## config.mk

```make
export PLATFORM = sky130hd
export DESIGN_NAME = sdram_block_copier_flat
export DESIGN_NICKNAME = d
export VERILOG_FILES = /design/src/rtl/sdram_block_copier_pkg.sv /design/src/rtl/sdram_block_copier_if.sv /design/src/rtl/sdram_block_copier_fifo.sv /design/src/rtl/sdram_block_copier.sv /design/src/flat_wrapper.sv
export SDC_FILE = /design/constraint.sdc
export NUM_CORES = 1
export LEC_CHECK = 0
export BUFFER_PORTS_ARGS = -buffer_cell sky130_fd_sc_hd__buf_2
export CORE_MARGIN = 2
export CORE_UTILIZATION = 60
export CTS_CLUSTER_DIAMETER = 150
export CTS_CLUSTER_SIZE = 28
export DETAILED_ROUTE_END_ITERATION = 6
export PLACE_DENSITY = 0.81
export SETUP_SLACK_MARGIN = 0.02
export SYNTH_ARGS = -nofsm -noshare
export SYNTH_HDL_FRONTEND = slang
export SYNTH_SLANG_ARGS = --single-unit
```

## constraint.sdc

```tcl
create_clock -name clk_i -period 4.5 [get_ports clk_i]
set_input_delay 0.225 -clock clk_i [delete_from_list [all_inputs] [get_ports clk_i]]
set_output_delay 0.225 -clock clk_i [all_outputs]
set_load 0.05 [all_outputs]
```

## src/rtl/sdram_block_copier_pkg.sv

```systemverilog
// Shared encodings for the SDRAM block copier: transform modes and FSM states.
package sdram_copier_pkg;

  typedef enum logic [1:0] {
    MODE_COPY = 2'd0,
    MODE_ADD  = 2'd1,
    MODE_XOR  = 2'd2,
    MODE_FILL = 2'd3
  } mode_e;

  typedef enum logic [2:0] {
    StIdle,
    StRd,
    StRdWait,
    StWr,
    StDone
  } state_e;

endpackage

```

## src/rtl/sdram_block_copier_if.sv

```systemverilog
// Avalon-MM master/slave bundle between the copier and the SDRAM controller.
interface sdram_block_copier_if #(
  parameter int unsigned DATA_W = 16,
  parameter int unsigned ADDR_W = 32
) ();

  logic [ADDR_W-1:0]   address;
  logic                chipselect;
  logic                read_n;
  logic                write_n;
  logic [DATA_W/8-1:0] byteenable;
  logic [DATA_W-1:0]   writedata;
  logic                waitrequest;
  logic                readdatavalid;
  logic [DATA_W-1:0]   readdata;

  modport master (
    output address, chipselect, read_n, write_n, byteenable, writedata,
    input  waitrequest, readdatavalid, readdata
  );

  modport slave (
    input  address, chipselect, read_n, write_n, byteenable, writedata,
    output waitrequest, readdatavalid, readdata
  );

endinterface

```

## src/rtl/sdram_block_copier_fifo.sv

```systemverilog
// Synchronous read-data FIFO; pointers carry one extra wrap bit so full and empty differ.
module sdram_copy_fifo #(
  parameter int unsigned DATA_W     = 16,
  parameter int unsigned FIFO_DEPTH = 8
) (
  input  logic                         clk_i,
  input  logic                         reset_i,
  input  logic                         push_i,
  input  logic                         pop_i,
  input  logic [DATA_W-1:0]            wdata_i,
  output logic [DATA_W-1:0]            rdata_o,
  output logic                         full_o,
  output logic                         empty_o,
  output logic [$clog2(FIFO_DEPTH):0]  count_o
);

  localparam int unsigned AW   = $clog2(FIFO_DEPTH);
  localparam int unsigned PtrW = AW + 1;

  logic [DATA_W-1:0] mem_q [FIFO_DEPTH];
  logic [PtrW-1:0]   wr_ptr_q, wr_ptr_d;
  logic [PtrW-1:0]   rd_ptr_q, rd_ptr_d;
  logic              do_push, do_pop;

  assign count_o = wr_ptr_q - rd_ptr_q;
  assign full_o  = (count_o == PtrW'(FIFO_DEPTH));
  assign empty_o = (wr_ptr_q == rd_ptr_q);
  assign do_push = push_i && !full_o;
  assign do_pop  = pop_i && !empty_o;
  assign rdata_o = mem_q[rd_ptr_q[AW-1:0]];

  always_comb begin
    wr_ptr_d = do_push ? wr_ptr_q + PtrW'(1) : wr_ptr_q;
    rd_ptr_d = do_pop  ? rd_ptr_q + PtrW'(1) : rd_ptr_q;
  end

  always_ff @(posedge clk_i) begin
    if (reset_i) begin
      wr_ptr_q <= '0;
      rd_ptr_q <= '0;
    end else begin
      wr_ptr_q <= wr_ptr_d;
      rd_ptr_q <= rd_ptr_d;
    end
  end

  always_ff @(posedge clk_i) begin
    if (do_push) mem_q[wr_ptr_q[AW-1:0]] <= wdata_i;
  end

endmodule

```

## src/rtl/sdram_block_copier.sv

```systemverilog
// Avalon-MM block copier: batched pipelined reads into a FIFO, then transformed writes.
module sdram_block_copier
  import sdram_copier_pkg::*;
#(
  parameter int unsigned DATA_W     = 16,
  parameter int unsigned ADDR_W     = 32,
  parameter int unsigned LEN_W      = 16,
  parameter int unsigned FIFO_DEPTH = 8
) (
  input  logic              clk_i,
  input  logic              reset_i,
  input  logic              start_i,
  input  logic [1:0]        mode_i,
  input  logic [ADDR_W-1:0] src_base_i,
  input  logic [ADDR_W-1:0] dst_base_i,
  input  logic [LEN_W-1:0]  length_i,
  input  logic [DATA_W-1:0] operand_i,
  output logic              busy_o,
  output logic              done_o,
  sdram_block_copier_if.master avm
);

  localparam int unsigned BeW  = DATA_W / 8;
  localparam int unsigned CntW = $clog2(FIFO_DEPTH) + 1;

  state_e            state_q, state_d;
  mode_e             mode_q, mode_d;
  logic [ADDR_W-1:0] src_q, src_d, dst_q, dst_d;
  logic [LEN_W-1:0]  len_q, len_d, rd_cnt_q, rd_cnt_d, wr_cnt_q, wr_cnt_d;
  logic [DATA_W-1:0] op_q, op_d;
  logic [CntW-1:0]   batch_q, batch_d;

  logic              rd_req, wr_req, rd_ok, fifo_push, fifo_pop;
  logic              fifo_full, fifo_empty;
  logic [CntW-1:0]   fifo_count;
  logic [DATA_W-1:0] fifo_head, wdata;
  logic [ADDR_W-1:0] rd_addr, wr_addr;

  // Read data is only accepted while a batch is in flight; stale returns are dropped.
  assign fifo_push = avm.readdatavalid && ((state_q == StRd) || (state_q == StRdWait));

  sdram_copy_fifo #(
    .DATA_W     (DATA_W),
    .FIFO_DEPTH (FIFO_DEPTH)
  ) u_fifo (
    .clk_i   (clk_i),
    .reset_i (reset_i),
    .push_i  (fifo_push),
    .pop_i   (fifo_pop),
    .wdata_i (avm.readdata),
    .rdata_o (fifo_head),
    .full_o  (fifo_full),
    .empty_o (fifo_empty),
    .count_o (fifo_count)
  );

  assign rd_addr = src_q + ADDR_W'(rd_cnt_q) * ADDR_W'(BeW);
  assign wr_addr = dst_q + ADDR_W'(wr_cnt_q) * ADDR_W'(BeW);
  assign rd_ok   = (batch_q < CntW'(FIFO_DEPTH)) && (rd_cnt_q < len_q);

  always_comb begin
    case (mode_q)
      MODE_ADD: wdata = fifo_head + op_q;
      MODE_XOR: wdata = fifo_head ^ op_q;
      MODE_FILL: wdata = op_q;
      default:  wdata = fifo_head;
    endcase
  end

  always_comb begin
    state_d  = state_q;
    mode_d   = mode_q;
    src_d    = src_q;
    dst_d    = dst_q;
    len_d    = len_q;
    op_d     = op_q;
    rd_cnt_d = rd_cnt_q;
    wr_cnt_d = wr_cnt_q;
    batch_d  = batch_q;
    rd_req   = 1'b0;
    wr_req   = 1'b0;
    fifo_pop = 1'b0;

    unique case (state_q)
      StIdle: begin
        if (start_i) begin
          mode_d   = mode_e'(mode_i);
          src_d    = src_base_i;
          dst_d    = dst_base_i;
          len_d    = length_i;
          op_d     = operand_i;
          rd_cnt_d = '0;
          wr_cnt_d = '0;
          batch_d  = '0;
          if (length_i == '0)            state_d = StDone;
          else if (mode_i == MODE_FILL)  state_d = StWr;
          else                           state_d = StRd;
        end
      end
      StRd: begin
        if (rd_ok) begin
          rd_req = 1'b1;
          if (!avm.waitrequest) begin
            rd_cnt_d = rd_cnt_q + LEN_W'(1);
            batch_d  = batch_q + CntW'(1);
            if ((batch_q + CntW'(1) == CntW'(FIFO_DEPTH)) || (rd_cnt_q + LEN_W'(1) == len_q))
              state_d = StRdWait;
          end
        end else begin
          state_d = StRdWait;
        end
      end
      StRdWait: begin
        if (fifo_count == batch_q) begin
          batch_d = '0;
          state_d = StWr;
        end
      end
      StWr: begin
        if (mode_q == MODE_FILL) begin
          wr_req = 1'b1;
          if (!avm.waitrequest) begin
            wr_cnt_d = wr_cnt_q + LEN_W'(1);
            batch_d  = (batch_q + CntW'(1) == CntW'(FIFO_DEPTH)) ? '0 : batch_q + CntW'(1);
            if (wr_cnt_q + LEN_W'(1) == len_q) state_d = StDone;
          end
        end else if (!fifo_empty) begin
          wr_req = 1'b1;
          if (!avm.waitrequest) begin
            fifo_pop = 1'b1;
            wr_cnt_d = wr_cnt_q + LEN_W'(1);
            if (fifo_count == CntW'(1))
              state_d = (wr_cnt_q + LEN_W'(1) == len_q) ? StDone : StRd;
          end
        end else begin
          state_d = (wr_cnt_q == len_q) ? StDone : StRd;
        end
      end
      StDone:  state_d = StIdle;
      default: state_d = StIdle;
    endcase
  end

  always_ff @(posedge clk_i) begin
    if (reset_i) begin
      state_q  <= StIdle;
      mode_q   <= MODE_COPY;
      src_q    <= '0;
      dst_q    <= '0;
      len_q    <= '0;
      op_q     <= '0;
      rd_cnt_q <= '0;
      wr_cnt_q <= '0;
      batch_q  <= '0;
    end else begin
      state_q  <= state_d;
      mode_q   <= mode_d;
      src_q    <= src_d;
      dst_q    <= dst_d;
      len_q    <= len_d;
      op_q     <= op_d;
      rd_cnt_q <= rd_cnt_d;
      wr_cnt_q <= wr_cnt_d;
      batch_q  <= batch_d;
    end
  end

  assign avm.read_n     = !rd_req;
  assign avm.write_n    = !wr_req;
  assign avm.chipselect = rd_req || wr_req;
  assign avm.byteenable = (rd_req || wr_req) ? '1 : '0;
  assign avm.address    = rd_req ? rd_addr : (wr_req ? wr_addr : '0);
  assign avm.writedata  = wr_req ? wdata : '0;
  assign busy_o         = (state_q == StRd) || (state_q == StRdWait) || (state_q == StWr);
  assign done_o         = (state_q == StDone);

endmodule

```

## src/flat_wrapper.sv

```systemverilog
// flat-port wrapper written by rule: the top's interface ports become plain ports
module sdram_block_copier_flat import sdram_copier_pkg::*;
#(
  parameter int unsigned DATA_W     = 16,
  parameter int unsigned ADDR_W     = 32,
  parameter int unsigned LEN_W      = 16,
  parameter int unsigned FIFO_DEPTH = 8
)
  (clk_i, reset_i, start_i, mode_i, src_base_i, dst_base_i, length_i, operand_i, busy_o, done_o, avm_address, avm_chipselect, avm_read_n, avm_write_n, avm_byteenable, avm_writedata, avm_waitrequest, avm_readdatavalid, avm_readdata);
  sdram_block_copier_if #(.DATA_W(DATA_W), .ADDR_W(ADDR_W)) avm_i ();
  input  logic clk_i;
  input  logic reset_i;
  input  logic start_i;
  input  logic [1:0] mode_i;
  input  logic [ADDR_W-1:0] src_base_i;
  input  logic [ADDR_W-1:0] dst_base_i;
  input  logic [LEN_W-1:0] length_i;
  input  logic [DATA_W-1:0] operand_i;
  output logic busy_o;
  output logic done_o;
  output wire logic [$bits(avm_i.address)-1:0] avm_address;
  output wire logic [$bits(avm_i.chipselect)-1:0] avm_chipselect;
  output wire logic [$bits(avm_i.read_n)-1:0] avm_read_n;
  output wire logic [$bits(avm_i.write_n)-1:0] avm_write_n;
  output wire logic [$bits(avm_i.byteenable)-1:0] avm_byteenable;
  output wire logic [$bits(avm_i.writedata)-1:0] avm_writedata;
  input wire logic [$bits(avm_i.waitrequest)-1:0] avm_waitrequest;
  input wire logic [$bits(avm_i.readdatavalid)-1:0] avm_readdatavalid;
  input wire logic [$bits(avm_i.readdata)-1:0] avm_readdata;
  assign avm_address = avm_i.address;
  assign avm_chipselect = avm_i.chipselect;
  assign avm_read_n = avm_i.read_n;
  assign avm_write_n = avm_i.write_n;
  assign avm_byteenable = avm_i.byteenable;
  assign avm_writedata = avm_i.writedata;
  assign avm_i.waitrequest = avm_waitrequest;
  assign avm_i.readdatavalid = avm_readdatavalid;
  assign avm_i.readdata = avm_readdata;
  sdram_block_copier #(.DATA_W(DATA_W), .ADDR_W(ADDR_W), .LEN_W(LEN_W), .FIFO_DEPTH(FIFO_DEPTH)) u_core (.clk_i(clk_i), .reset_i(reset_i), .start_i(start_i), .mode_i(mode_i), .src_base_i(src_base_i), .dst_base_i(dst_base_i), .length_i(length_i), .operand_i(operand_i), .busy_o(busy_o), .done_o(done_o), .avm(avm_i));
endmodule
```

# Word level (Yosys, flattened, before mapping)
# Memory sizes are Yosys's and may differ from the RTL's. A register that Yosys moved wholly into a read port is not among the register bits.
# Index checks and enable logic that the tools add are counted.
[classes]
addsub = 9
eq_ne = 29
n_mux = 50
bitwise = 1
magnitude_cmp = 2
reduce_logical = 22
[op_table]
columns = ["cell", "count"]
rows = [
  ["2-to-1 mux 16 bit", 7],
  ["adder 32 x 17 -> 32 bit", 2],
  ["2-to-1 mux 32 bit", 2],
  ["case mux 16 bit (2 select lines)", 2],
  ["== test 16 bit", 3],
  ["2-to-1 mux 3 bit", 16],
  ["case mux 16 bit (3 select lines)", 1],
  ["adder 16 x 1 -> 16 bit, second input constant", 2],
  ["2-to-1 mux 4 bit", 7],
  ["adder 16 bit", 1],
  ["zero test 16 bit", 1],
  ["less-than comparator 16 bit", 1],
  ["case mux 4 bit (4 select lines)", 1],
  ["bitwise XOR 16 bit", 1],
  ["inequality test 3 bit, second input constant", 5],
  ["adder 4 x 1 -> 4 bit, second input constant", 3],
  ["case mux 3 bit (4 select lines)", 1],
  ["2-to-1 mux 1 bit", 11],
  ["== test 4 bit", 2],
  ["== test 4 bit, second input constant", 2],
  ["AND reduction 8 bit", 1],
  ["AND reduction 7 bit", 1],
  ["== test 2 bit, second input constant", 3],
  ["== test 3 x 2 -> 1 bit, second input constant", 2],
  ["other kinds (20)", 35],
]
[totals]
word_cells = 125
input_bits = 119
regBits = 145
mem_count = 1
ram_bits = 128
[mem_list]
columns = ["name", "words", "width", "read_ports", "rd_clocked_by_memory_dff", "wr", "line_no", "rtl"]
rows = [
  ["u_core.u_fifo.mem_q", 8, 16, 1, 1, 1, "sdram_block_copier_fifo.sv:20", "logic [DATA_W-1:0] mem_q [FIFO_DEPTH];"],
]

# Longest topological paths before layout
# Gate-level depths: netlist of the first run.
[depth]
depth_word = 8
depth_mapped = 16
mapped_depth_nobuf = 14

# Hierarchy
# A second synthesis of the first run with hierarchy kept.
[hier_totals]
cells_unflattened = 1649
area_unflattened_um2 = 16016.6
[modules_own_cells]
columns = ["mod", "cells_per_inst", "n_inst", "area_per_inst_um2"]
rows = [
  ["sdram_block_copier", 1383, 1, 10352.4],
  ["sdram_copy_fifo", 266, 1, 5664.2],
]

# Least setup slack after synthesis of the first run
# Ideal clock, no wire load.
[synth_path]
path_type = "register to output"
start = "register (tool-made name)"
end = "output avm_writedata[15]"
path_slack_ps = -696
arrival_ps = 4971
required_ps = 4275
stages_incl_launch_ff = 15
cell_sequence = "dfxtp_1 > clkbuf_1 > buf_1 > mux4_2 > mux2_2 > ha_1 > a21o_1 > a21o_1 > a21oi_1 > a21oi_1 > o21ai_0 > a21boi_0 > a31oi_1 > mux2i_1 > o41ai_1"
[synth_lines]
columns = ["element", "line_no", "rtl"]
rows = [
  ["end, declared", "flat_wrapper.sv:26", "output wire logic [$bits(avm_i.writedata)-1:0] avm_writedata;"],
]

==> flow_metrics.py, run 1 <==
metrics = {
    "run_status": {
        "status": "finished, violations left",
        "violations": "design-rule violations, negative hold slack",
    },
    "clocking": {
        "cts_max_level": 1,
        "cts-buffers-inserted": 13,
        "cts_tree": "built",
        "cts_root_buf": "clkbuf_16",
        "cts.sink_count": 276,
        "clk_latency_ns": 0.52,
        "cts.clk_slew.worst_paths_ns": 0.11,
        "cts_buffer_depth": 3,
    },
    "finish": {
        "drive_gt1_frac": 0.1728,
        "fillCellCount": 1823,
        "layout_commonest_cell": "nand2_1",
        "final_nets": 2057,
        "utilization": 0.7159,
        "layout_common_cells": "nand2_1, buf_2, a21oi_1, dfxtp_1, edfxtp_1",
        "areaGrowthSynthToFinish_pct": 18.32,
    },
    "worst_hold_path": {
        "hp-class": "in2reg",
        "whs_path_depth": 3,
    },
    "global_routing": {
        "antenna_found_initial": 1,
        "grt_max_degree": 99,
        "grt_overflow": 0,
        "grt_pass1_wl_um": 69770,
        "track_usage": 0.3245,
        "first_global_vias": 13590,
    },
    "drt": {
        "drc": 14,
        "final_antenna_net_count": 0,
        "drt_iter0_drc": 1539,
        "firstDrtPassIters": 7,
        "vias": 14000,
        "wl_per_cell_um": 20.77,
        "viasPerCell": 6.347,
        "drt-total-wl_um": 45810,
    },
    "setup_path": {
        "ff2ff_path_depth": 9,
        "crit_path_end_kind": "primary output",
        "worstPathArrival_ns": 4.20,
        "worst_setup_path_start_kind": "flop",
        "cp_max_fo": 8,
        "critPathKind": "reg2out",
        "critical_path_required_ns": 4.28,
    },
    "logic_synthesis": {
        "ys_seq_area_frac": 0.4354,
        "async_flop_share": 0,
        "avgSynthCellArea_um2": 9.602,
        "synth-seq-cells": 276,
        "synth_cells": 1628,
        "synth_cell_types": 70,
        "synth_area_um2": 15630,
        "synth-edff-count": 128,
        "synth_ff_type": "dfxtp_1",
        "syn-num-nets": 1822,
        "yosysWarnings": 0,
    },
    "floorplan": {
        "io_pins": 174,
        "core-area_um2": 25840,
        "die_w_um": 165.4,
        "die_area_um2": 27360,
        "initial_core_util": 0.6050,
        "rows": 59,
        "die_y_um": 165.4,
    },
    "timing": {
        "fmax_ghz": 0.2261,
        "hold_viol": 1,
        "maxSlewHeadroom": 0.2091,
        "rsz0062_at_grt": "true",
        "finalWorstSetupSlack_ns": 0.07682,
        "finalCriticalPeriod_ns": 4.423,
        "drv_slew": 0,
        "fin_crit_sh": 0.9829,
        "worst_clock_skew_ns": 0.02266,
        "worst_hold_slack_ns": -0.0001776,
        "finalSetupViolCount": 0,
        "tightest_slew_ns": 1.186,
    },
    "run": {
        "maxCapViolCount": 0,
    },
    "place": {
        "dp_hpwl_um": 29190,
        "gp_congestion": 0.9278,
        "pre_cts_ws_ns": 0.2719,
        "portBuffers": 173,
    },
    "pwr": {
        "peakVddDrop_v": 0.0004048,
        "p_per_area_nw_per_um2": 373.9,
        "leakage_uw": 0.007162,
    },
}
final cells by class:
cell class                      count  area [um2]  area share
Antenna cell                        1       2.502   0.0001353
Sequential cell                   276        6812      0.3683
Tap cell                          335       419.2     0.02266
Multi-Input combinational cell   1206        8418      0.4551
Timing Repair Buffer              311        2252      0.1218
Clock buffer                       19       347.8     0.01881
Clock inverter                      2       38.79    0.002097
Inverter                           55       206.4     0.01116
path summary, 6_finish.rpt:
kind,startpoint,slack (ns),endpoint
worst min register to register,u_core.dst_q[0]$_SDFFE_PP0P_,0.47,u_core.dst_q[0]$_SDFFE_PP0P_
worst max register to register,u_core.wr_cnt_q[1]$_SDFFE_PP0P_,0.59,u_core.state_q[2]$_SDFFE_PP0P_
worst min-delay path,mode_i[0],-0.0002,u_core.mode_q[0]$_SDFFE_PP0P_
worst max-delay path,flop,0.08,avm_writedata[14]
layer usage:
metal  part of all wire  routed length, um  up-vias  track usage
met2               0.49              22510      760       0.5661
met5                  0                  0        -            0
met1               0.38              17500     6663       0.3961
li1                   -                  -     6369            -
met4              0.055               2540        0       0.1614
met3              0.071               3255      204      0.04371
cells by family (layout without fill, tap and decap cells):
logic type	count (synthesis)	count (layout)	share of synthesized area
AND/OR/NAND/NOR	550	550	0.1638
adder cells (fa/ha/maj)	75	75	0.06195
other	0	1	0
AO/OA/AOI/OAI	383	383	0.1497
XOR/XNOR	128	128	0.07259
multiplexers	70	70	0.07996
buffers and inverters	146	387	0.03658
flip-flops	276	276	0.4354
sequential cells by signal (all words and copies together), names as in the netlist, named ones only:
name,flops
u_core.batch_q,4
u_core.dst_q,32
u_core.len_q,16
u_core.mode_q,2
u_core.op_q,16
u_core.rd_cnt_q,16
u_core.src_q,32
u_core.state_q,3
u_core.u_fifo.mem_q,128
u_core.u_fifo.rd_ptr_q,4
u_core.u_fifo.wr_ptr_q,4
u_core.wr_cnt_q,16
report_power, final:
part | switching [uW] | internal (uW) | total (uW) | leakage [uW]
Sequential | 243 | 2850 | 3090 | 0.00236
Combinational | 1510 | 902 | 2420 | 0.00461
Clock | 797 | 610 | 1410 | 0.000186
worst max-delay path: stages (launching register included):
cell and delay [ns]:
dfxtp_4 0.46, buf_12 0.16, mux4_2 0.51, mux2_2 0.31, inv_2 0.08, fa_2 0.20, nor2b_1 0.05, o21ai_1 0.21
a21boi_1 0.12, o21ai_1 0.19, nand2_1 0.12, a221o_1 0.40, o211ai_1 0.23, mux2_4 0.34, a21oi_4 0.14, buf_8 0.17
stage by stage:
step / instance area [um2] / cells / power (uW) / TNS (ns) / hold slack [ns]
after global routing: 18500 / 2205 / 7214 / -0.1166 / 0.001429
after detailed placement: 16820 / 2069 / 5336 / 0 / 0.4499
after global placement: 16820 / 2069 / 5260 / 0 / 0.4438
final: 18500 / 2205 / 6916 / 0 / -0.0001776
after floorplan: 15670 / 1628 / 4762 / -0.02344 / 0.3239
after CTS: 18320 / 2197 / 6810 / 0 / 0.0005253
synthesized netlist by cell type (all sizes together) (17+ instances only):
cell | number | area (um2)
a21o | 26 | 195.2
nor3 | 25 | 125.1
a21oi | 159 | 795.8
or3 | 17 | 106.4
xnor2 | 59 | 516.8
dfxtp | 148 | 2963
clkbuf | 71 | 266.5
inv | 54 | 202.7
o21ai | 70 | 350.3
mux2 | 19 | 214.0
nand4 | 21 | 137.6
mux4 | 42 | 945.9
edfxtp | 128 | 3844
buf | 20 | 98.85
nand3 | 42 | 210.2
and2 | 17 | 106.4
nand2 | 261 | 979.7
nor2 | 91 | 341.6
o22ai | 26 | 162.7
ha | 71 | 888.4
xor2 | 68 | 595.6
what timing repair did:
action / CTS / global route
setup endpoints to repair: 8 / 12
hold endpoints to repair: 197 / 1
buffers inserted: 1 / 5
resized for setup: 8 / 33
hold buffers: 105 / 1
pin swaps: 0 / 10
cloned: 1 / 1
No activity file was read; power rests on OpenSTA's default activity.
==> run 2, diff against run 1 <==
CORE_UTILIZATION = 45   (was 60)
PLACE_DENSITY = default   (was 0.81)
==> run 2 against run 1 <==
  * The run now ends clean
  * Design area rose by 0.99%
  * Register-to-register slack improved by 0.17 ns
  * Sequential power barely moved
  * Die area rose by 32%
  * Critical path depth fell by 1
  * Critical path type unchanged
==> flow_metrics.py, run 2 (same netlist as run 1, synthesis figures left out) <==
metrics = {
    "drt": {
        "wl_per_cell_um": 19.30,
        "final_antenna_net_count": 0,
        "drc": 0,
        "viasPerCell": 5.667,
        "vias": 13240,
        "firstDrtPassIters": 5,
        "drt-total-wl_um": 45080,
        "drt_iter0_drc": 900,
    },
    "setup_path": {
        "crit_family": "compound AO/OA/AOI/OAI gates",
        "cpMaxStageDelayCell": "mux4_2",
        "cp_max_fo": 5,
        "critPathKind": "reg2out",
        "reg2reg_setup_slack_ns": 0.76,
        "worst_r2r_endpoint": "u_core.state_q[2]$_SDFFE_PP0P_",
        "ff2ff_path_depth": 9,
        "cp-endpoint": "avm_writedata[14]",
        "path_cells": "buf_4 -> mux4_2 -> mux2_2 -> ha_1 -> nor2b_1 -> o21ai_1 -> a21boi_1 -> o21ai_2 -> nand2_2 -> a221o_1 -> o211ai_1 -> mux2_2 -> a21oi_2 -> buf_6",
        "critPathBufInv": 2,
        "reg2reg_from": "u_core.wr_cnt_q[1]$_SDFFE_PP0P_",
        "critical_path_required_ns": 4.28,
        "crit_cells": 14,
        "crit_top_cell": "mux2_2",
        "worst_setup_path_start_kind": "flop",
        "cpPeakStageDelay_ns": 0.48,
        "crit_path_end_kind": "primary output",
        "worstPathArrival_ns": 4.14,
    },
    "floorplan": {
        "rows": 68,
        "core-area_um2": 34370,
        "initial_core_util": 0.4548,
        "io_pins": 174,
        "die_area_um2": 36250,
        "die_y_um": 190.4,
        "die_w_um": 190.4,
    },
    "place": {
        "dp_hpwl_um": 31840,
        "gp_congestion": 0.9032,
        "pre_cts_ws_ns": 0.2034,
        "portBuffers": 173,
    },
    "global_routing": {
        "first_global_vias": 12940,
        "grt_pass1_wl_um": 70110,
        "antenna_found_initial": 0,
        "track_usage": 0.2441,
        "grt_overflow": 0,
        "grt_max_degree": 74,
    },
    "clocking": {
        "clk_latency_ns": 0.51,
        "cts.sink_count": 276,
        "cts.clk_slew.worst_paths_ns": 0.12,
        "cts_tree": "built",
        "cts_max_level": 1,
        "cts_buffer_depth": 3,
        "cts_root_buf": "clkbuf_16",
        "cts-buffers-inserted": 13,
    },
    "timing": {
        "hold_viol": 0,
        "tightest_slew_ns": 0.9332,
        "rsz0062_at_grt": "true",
        "worst_clock_skew_ns": 0.01149,
        "finalSetupViolCount": 0,
        "drv_slew": 0,
        "finalWorstSetupSlack_ns": 0.1385,
        "worst_hold_slack_ns": 0.04496,
        "finalCriticalPeriod_ns": 4.362,
        "maxSlewHeadroom": 0.3756,
        "fin_crit_sh": 0.9692,
        "fmax_ghz": 0.2293,
    },
    "finish": {
        "layout_common_cells": "nand2_1, buf_2, a21oi_1, dfxtp_1, edfxtp_1",
        "drive_gt1_frac": 0.1723,
        "fillCellCount": 3110,
        "utilization": 0.5434,
        "areaGrowthSynthToFinish_pct": 19.49,
        "multi_input_area_um2": 8397,
        "layout_commonest_cell": "nand2_1",
        "largest_reg_flops": 128,
        "register_area_um2": 6812,
        "final_nets": 2069,
    },
    "worst_hold_path": {
        "hp-class": "in2reg",
    },
    "pwr": {
        "power_frac_comb": 0.349,
        "p_total_uw": 6851,
        "p_per_area_nw_per_um2": 366.8,
        "leakage_uw": 0.007199,
        "sequentialPowerShare": 0.449,
        "clockPowerShare": 0.202,
        "swShare": 0.3661,
        "peakVddDrop_v": 0.0004091,
        "netSwitchingPower_uw": 2508,
        "p_int_uw": 4343,
    },
    "run_status": {
        "status": "complete, no violations",
    },
    "run": {
        "maxCapViolCount": 0,
    },
}
==> run 2: worst register-to-register path: stages (launching register included) <==
cell       delay (ns)
dfxtp_1          0.56
ha_1             0.41
nand3_1          0.30
nor4_1           0.65
mux2i_1          0.28
o22ai_1          0.10
nor4_1           0.44
a21oi_1          0.22
or3_1            0.36
a2111oi_2        0.34
==> run 2: metal layers <==
layer | track usage | share of wire
met2 | 0.4375 | 0.50
met1 | 0.3068 | 0.42
met4 | 0.08408 | 0.036
met3 | 0.02374 | 0.043
met5 | 0 | 0
==> run 2: how the worst min path moves through the flow <==
stage | from | endpoint | cells past startpoint
finish | operand_i[0] | u_core.op_q[0]$_SDFFE_PP0P_ | 3
global route | length_i[1] | u_core.len_q[1]$_SDFFE_PP0P_ | 3
CTS | length_i[15] | u_core.len_q[15]$_SDFFE_PP0P_ | 3
detailed placement | u_core.src_q[16]$_SDFFE_PP0P_ | u_core.src_q[16]$_SDFFE_PP0P_ | 2
global placement | u_core.dst_q[0]$_SDFFE_PP0P_ | u_core.dst_q[0]$_SDFFE_PP0P_ | 2
floorplan | avm_readdata[0] | u_core.u_fifo.mem_q[0][0]$_DFFE_PP_ | 0
==> run 2: timing repair <==
item,CTS,global route
resized for setup,13,17
setup buffers,1,0
setup endpoints to repair,10,13
pin swaps,2,4
gates cloned,0,0
hold buffers,111,1
endpoints found under the hold margin,214,1
==> run 2: stage by stage <==
step | setup TNS [ns] | std cells | instance area [um2]
final | 0 | 2336 | 18680
after global routing | -0.06223 | 2335 | 18680
after CTS | -0.05361 | 2334 | 18600
after detailed placement | 0 | 2202 | 17070
after global placement | 0 | 2202 | 17070
after floorplan | -0.02344 | 1628 | 15670
==> run 2: final cells by class <==
| cell class | instances | share of cell area |
|---|---|---|
| Inverter | 55 | 0.01105 |
| Clock inverter | 1 | 0.0004689 |
| Timing Repair Buffer | 323 | 0.1239 |
| Sequential cell | 276 | 0.3647 |
| Antenna cell | 1 | 0.0001340 |
| Tap cell | 455 | 0.03048 |
| Multi-Input combinational cell | 1206 | 0.4495 |
| Clock buffer | 19 | 0.01976 |
==> run 2: power by group through the flow <==
stage / Combinational, uW / Clock [uW] / Sequential [uW]
3_5_place_dp: 2290 / 0 / 3130
6_report: 2390 / 1380 / 3080
4_1_cts: 2380 / 1430 / 3070
3_3_place_gp: 2250 / 0 / 3120
5_1_grt: 2630 / 1510 / 3110
2_1_floorplan: 1730 / 0 / 3030
==> run 3, diff against run 2 <==
BUFFER_PORTS_ARGS = -buffer_cell sky130_fd_sc_hd__buf_4   (was -buffer_cell sky130_fd_sc_hd__buf_2)
PLACE_DENSITY = 0.66   (was default)
clock period = 3.64 ns   (was 4.5 ns; I/O delays follow)
==> run 3 against run 2 <==
  * The flow now finishes with violations (negative setup slack)
  * Critical path depth up 1
  * Utilization up 4.5 points
  * Clock skew increased by 0.023 ns
  * Global-route usage increased by 0.13 points
  * Total power grew 30%
  * Via count increased by 2.8%
  * Register-to-register slack worse by 0.36 ns
  * Combinational power up 42%
  * Hold slack gained 0.14 ns
  * Largest cell class unchanged
  * First-iteration DRC count down 9.1%
==> flow_metrics.py, run 3 (same netlist as run 1, synthesis figures left out) <==
metrics = {
    "run_status": {
        "status": "finished, violations left",
        "violations": "negative setup slack",
    },
    "finish": {
        "utilization": 0.5887,
        "largest_reg_flops": 128,
        "layout_commonest_cell": "nand2_1",
        "layout_common_cells": "nand2_1, buf_4, a21oi_1, dfxtp_1, edfxtp_1",
        "final_nets": 2136,
        "areaGrowthSynthToFinish_pct": 29.44,
        "fillCellCount": 2965,
        "drive_gt1_frac": 0.2422,
    },
    "timing": {
        "rsz0062_at_grt": "true",
        "maxSlewHeadroom": 0.2300,
        "hold_viol": 0,
        "fmax_ghz": 0.2343,
        "fin_crit_sh": 1.173,
        "tightest_slew_ns": 1.155,
        "finalCriticalPeriod_ns": 4.268,
        "finalSetupViolCount": 13,
        "setup_tns_ns": -6.002,
        "finalWorstSetupSlack_ns": -0.6283,
        "worst_clock_skew_ns": 0.03487,
        "drv_slew": 0,
    },
    "clocking": {
        "cts_buffer_depth": 3,
        "cts_tree": "built",
        "cts_max_level": 1,
        "cts-buffers-inserted": 13,
        "cts_root_buf": "clkbuf_16",
        "cts.clk_slew.worst_paths_ns": 0.12,
        "clk_latency_ns": 0.51,
        "cts.sink_count": 276,
    },
    "drt": {
        "viasPerCell": 5.661,
        "wl_per_cell_um": 18.95,
        "drt-total-wl_um": 45540,
        "drc": 0,
        "final_antenna_net_count": 0,
        "firstDrtPassIters": 5,
        "vias": 13600,
        "drt_iter0_drc": 818,
    },
    "global_routing": {
        "grt_pass1_wl_um": 70840,
        "grt_overflow": 0,
        "track_usage": 0.2453,
        "first_global_vias": 13430,
        "grt_max_degree": 99,
        "antenna_found_initial": 1,
    },
    "floorplan": {
        "core-area_um2": 34370,
        "initial_core_util": 0.4548,
        "die_w_um": 190.4,
        "io_pins": 174,
        "rows": 68,
        "die_y_um": 190.4,
        "die_area_um2": 36250,
    },
    "pwr": {
        "netSwitchingPower_uw": 3250,
        "peakVddDrop_v": 0.0003269,
        "sequentialPowerShare": 0.428,
        "power_frac_comb": 0.381,
        "clockPowerShare": 0.191,
        "p_total_uw": 8923,
        "leakage_uw": 0.007718,
        "swShare": 0.3642,
        "p_per_area_nw_per_um2": 441.0,
        "p_int_uw": 5673,
    },
    "worst_hold_path": {
        "hp-start": "reset_i",
        "whs_path_depth": 2,
        "hp-class": "in2reg",
    },
    "place": {
        "gp_congestion": 0.9039,
        "dp_hpwl_um": 31400,
        "pre_cts_ws_ns": -0.2430,
        "portBuffers": 173,
    },
    "setup_path": {
        "reg2reg_from": "u_core.rd_cnt_q[12]$_SDFFE_PP0P_",
        "crit_path_end_kind": "primary output",
        "critical_path_required_ns": 3.46,
        "reg2reg_setup_slack_ns": 0.40,
        "critPathKind": "reg2out",
        "ff2ff_path_depth": 9,
        "worstPathArrival_ns": 4.09,
        "worst_setup_path_start_kind": "flop",
        "cp_max_fo": 7,
        "worst_r2r_endpoint": "u_core.state_q[0]$_SDFFE_PP0P_",
    },
    "run": {
        "maxCapViolCount": 0,
    },
}
-- run 3: cell count changes in the layout (fill, tap and decap cells not counted), sizes merged --
cell,previous run,this run
diode,1,3
bufinv,0,1
dlygate4sd3,112,114
clkbuf,19,17
buf,211,276
inv,55,54
-- run 3: worst max-delay path, cell delays in order (launching register included) --
cell	delay [ns]
dfxtp_2	0.36
buf_12	0.13
buf_6	0.13
mux4_2	0.49
mux2_4	0.30
ha_1	0.31
a21oi_2	0.19
nor2_1	0.09
or2_2	0.32
nand2_1	0.09
nand2_1	0.10
a21oi_2	0.16
xnor2_1	0.09
mux4_2	0.49
and2_4	0.19
buf_6	0.15
-- run 3: power by group through the flow --
| stage | registers [uW] | logic, uW | clock network, uW |
|---|---|---|---|
| after global routing | 3850 | 3700 | 1860 |
| final | 3820 | 3400 | 1710 |
| after CTS | 3800 | 3320 | 1760 |
| after detailed placement | 3870 | 3070 | 0 |
| after global placement | 3860 | 3010 | 0 |
| after floorplan | 3740 | 2170 | 0 |
-- run 3: layout make-up --
type | instances | area (um2) | share of cell area
clock inverter | 1 | 30.03 | 0.001484
sequential | 276 | 6840 | 0.3381
antenna | 3 | 7.507 | 0.0003710
tap | 455 | 569.3 | 0.02814
inverter | 55 | 206.4 | 0.01020
timing repair buffer | 390 | 3353 | 0.1657
multi-input combinational | 1206 | 8887 | 0.4392
clock buffer | 17 | 340.3 | 0.01682
-- run 3: what timing repair did --
item                                    CTS  global route
hold buffers                            114             0
buffers inserted                          8             6
endpoints found under the hold margin   226             0
endpoints found under the setup margin   32            32
gates resized for setup                  85            64
pin swaps                                32            43
-- run 3: worst max path at each step --
| stage | start | end |
|---|---|---|
| 2_1_floorplan | flop | avm_writedata[15] |
| 3_3_place_gp | flop | avm_writedata[14] |
| 3_5_place_dp | flop | avm_writedata[14] |
| 4_1_cts | flop | avm_writedata[14] |
| 5_1_grt | flop | avm_writedata[13] |
| 6_report | flop | avm_writedata[9] |
-- run 3: metal layers --
layer / track usage / share of wire / vias to the layer above
met5: 0 / 0 / -
met4: 0.08736 / 0.031 / 0
met3: 0.02429 / 0.053 / 75
met2: 0.4211 / 0.49 / 426
met1: 0.3228 / 0.43 / 6600
li1: - / - / 6503
-- run 3: stage by stage --
step | cell area [um2] | hold slack, ns | cells
after floorplan | 15760 | 0.2809 | 1628
final | 20230 | 0.1814 | 2403
after detailed placement | 17990 | 0.4209 | 2255
after global routing | 20230 | 0.1884 | 2401
after CTS | 19910 | 0.1491 | 2394
after global placement | 17990 | 0.4149 | 2255
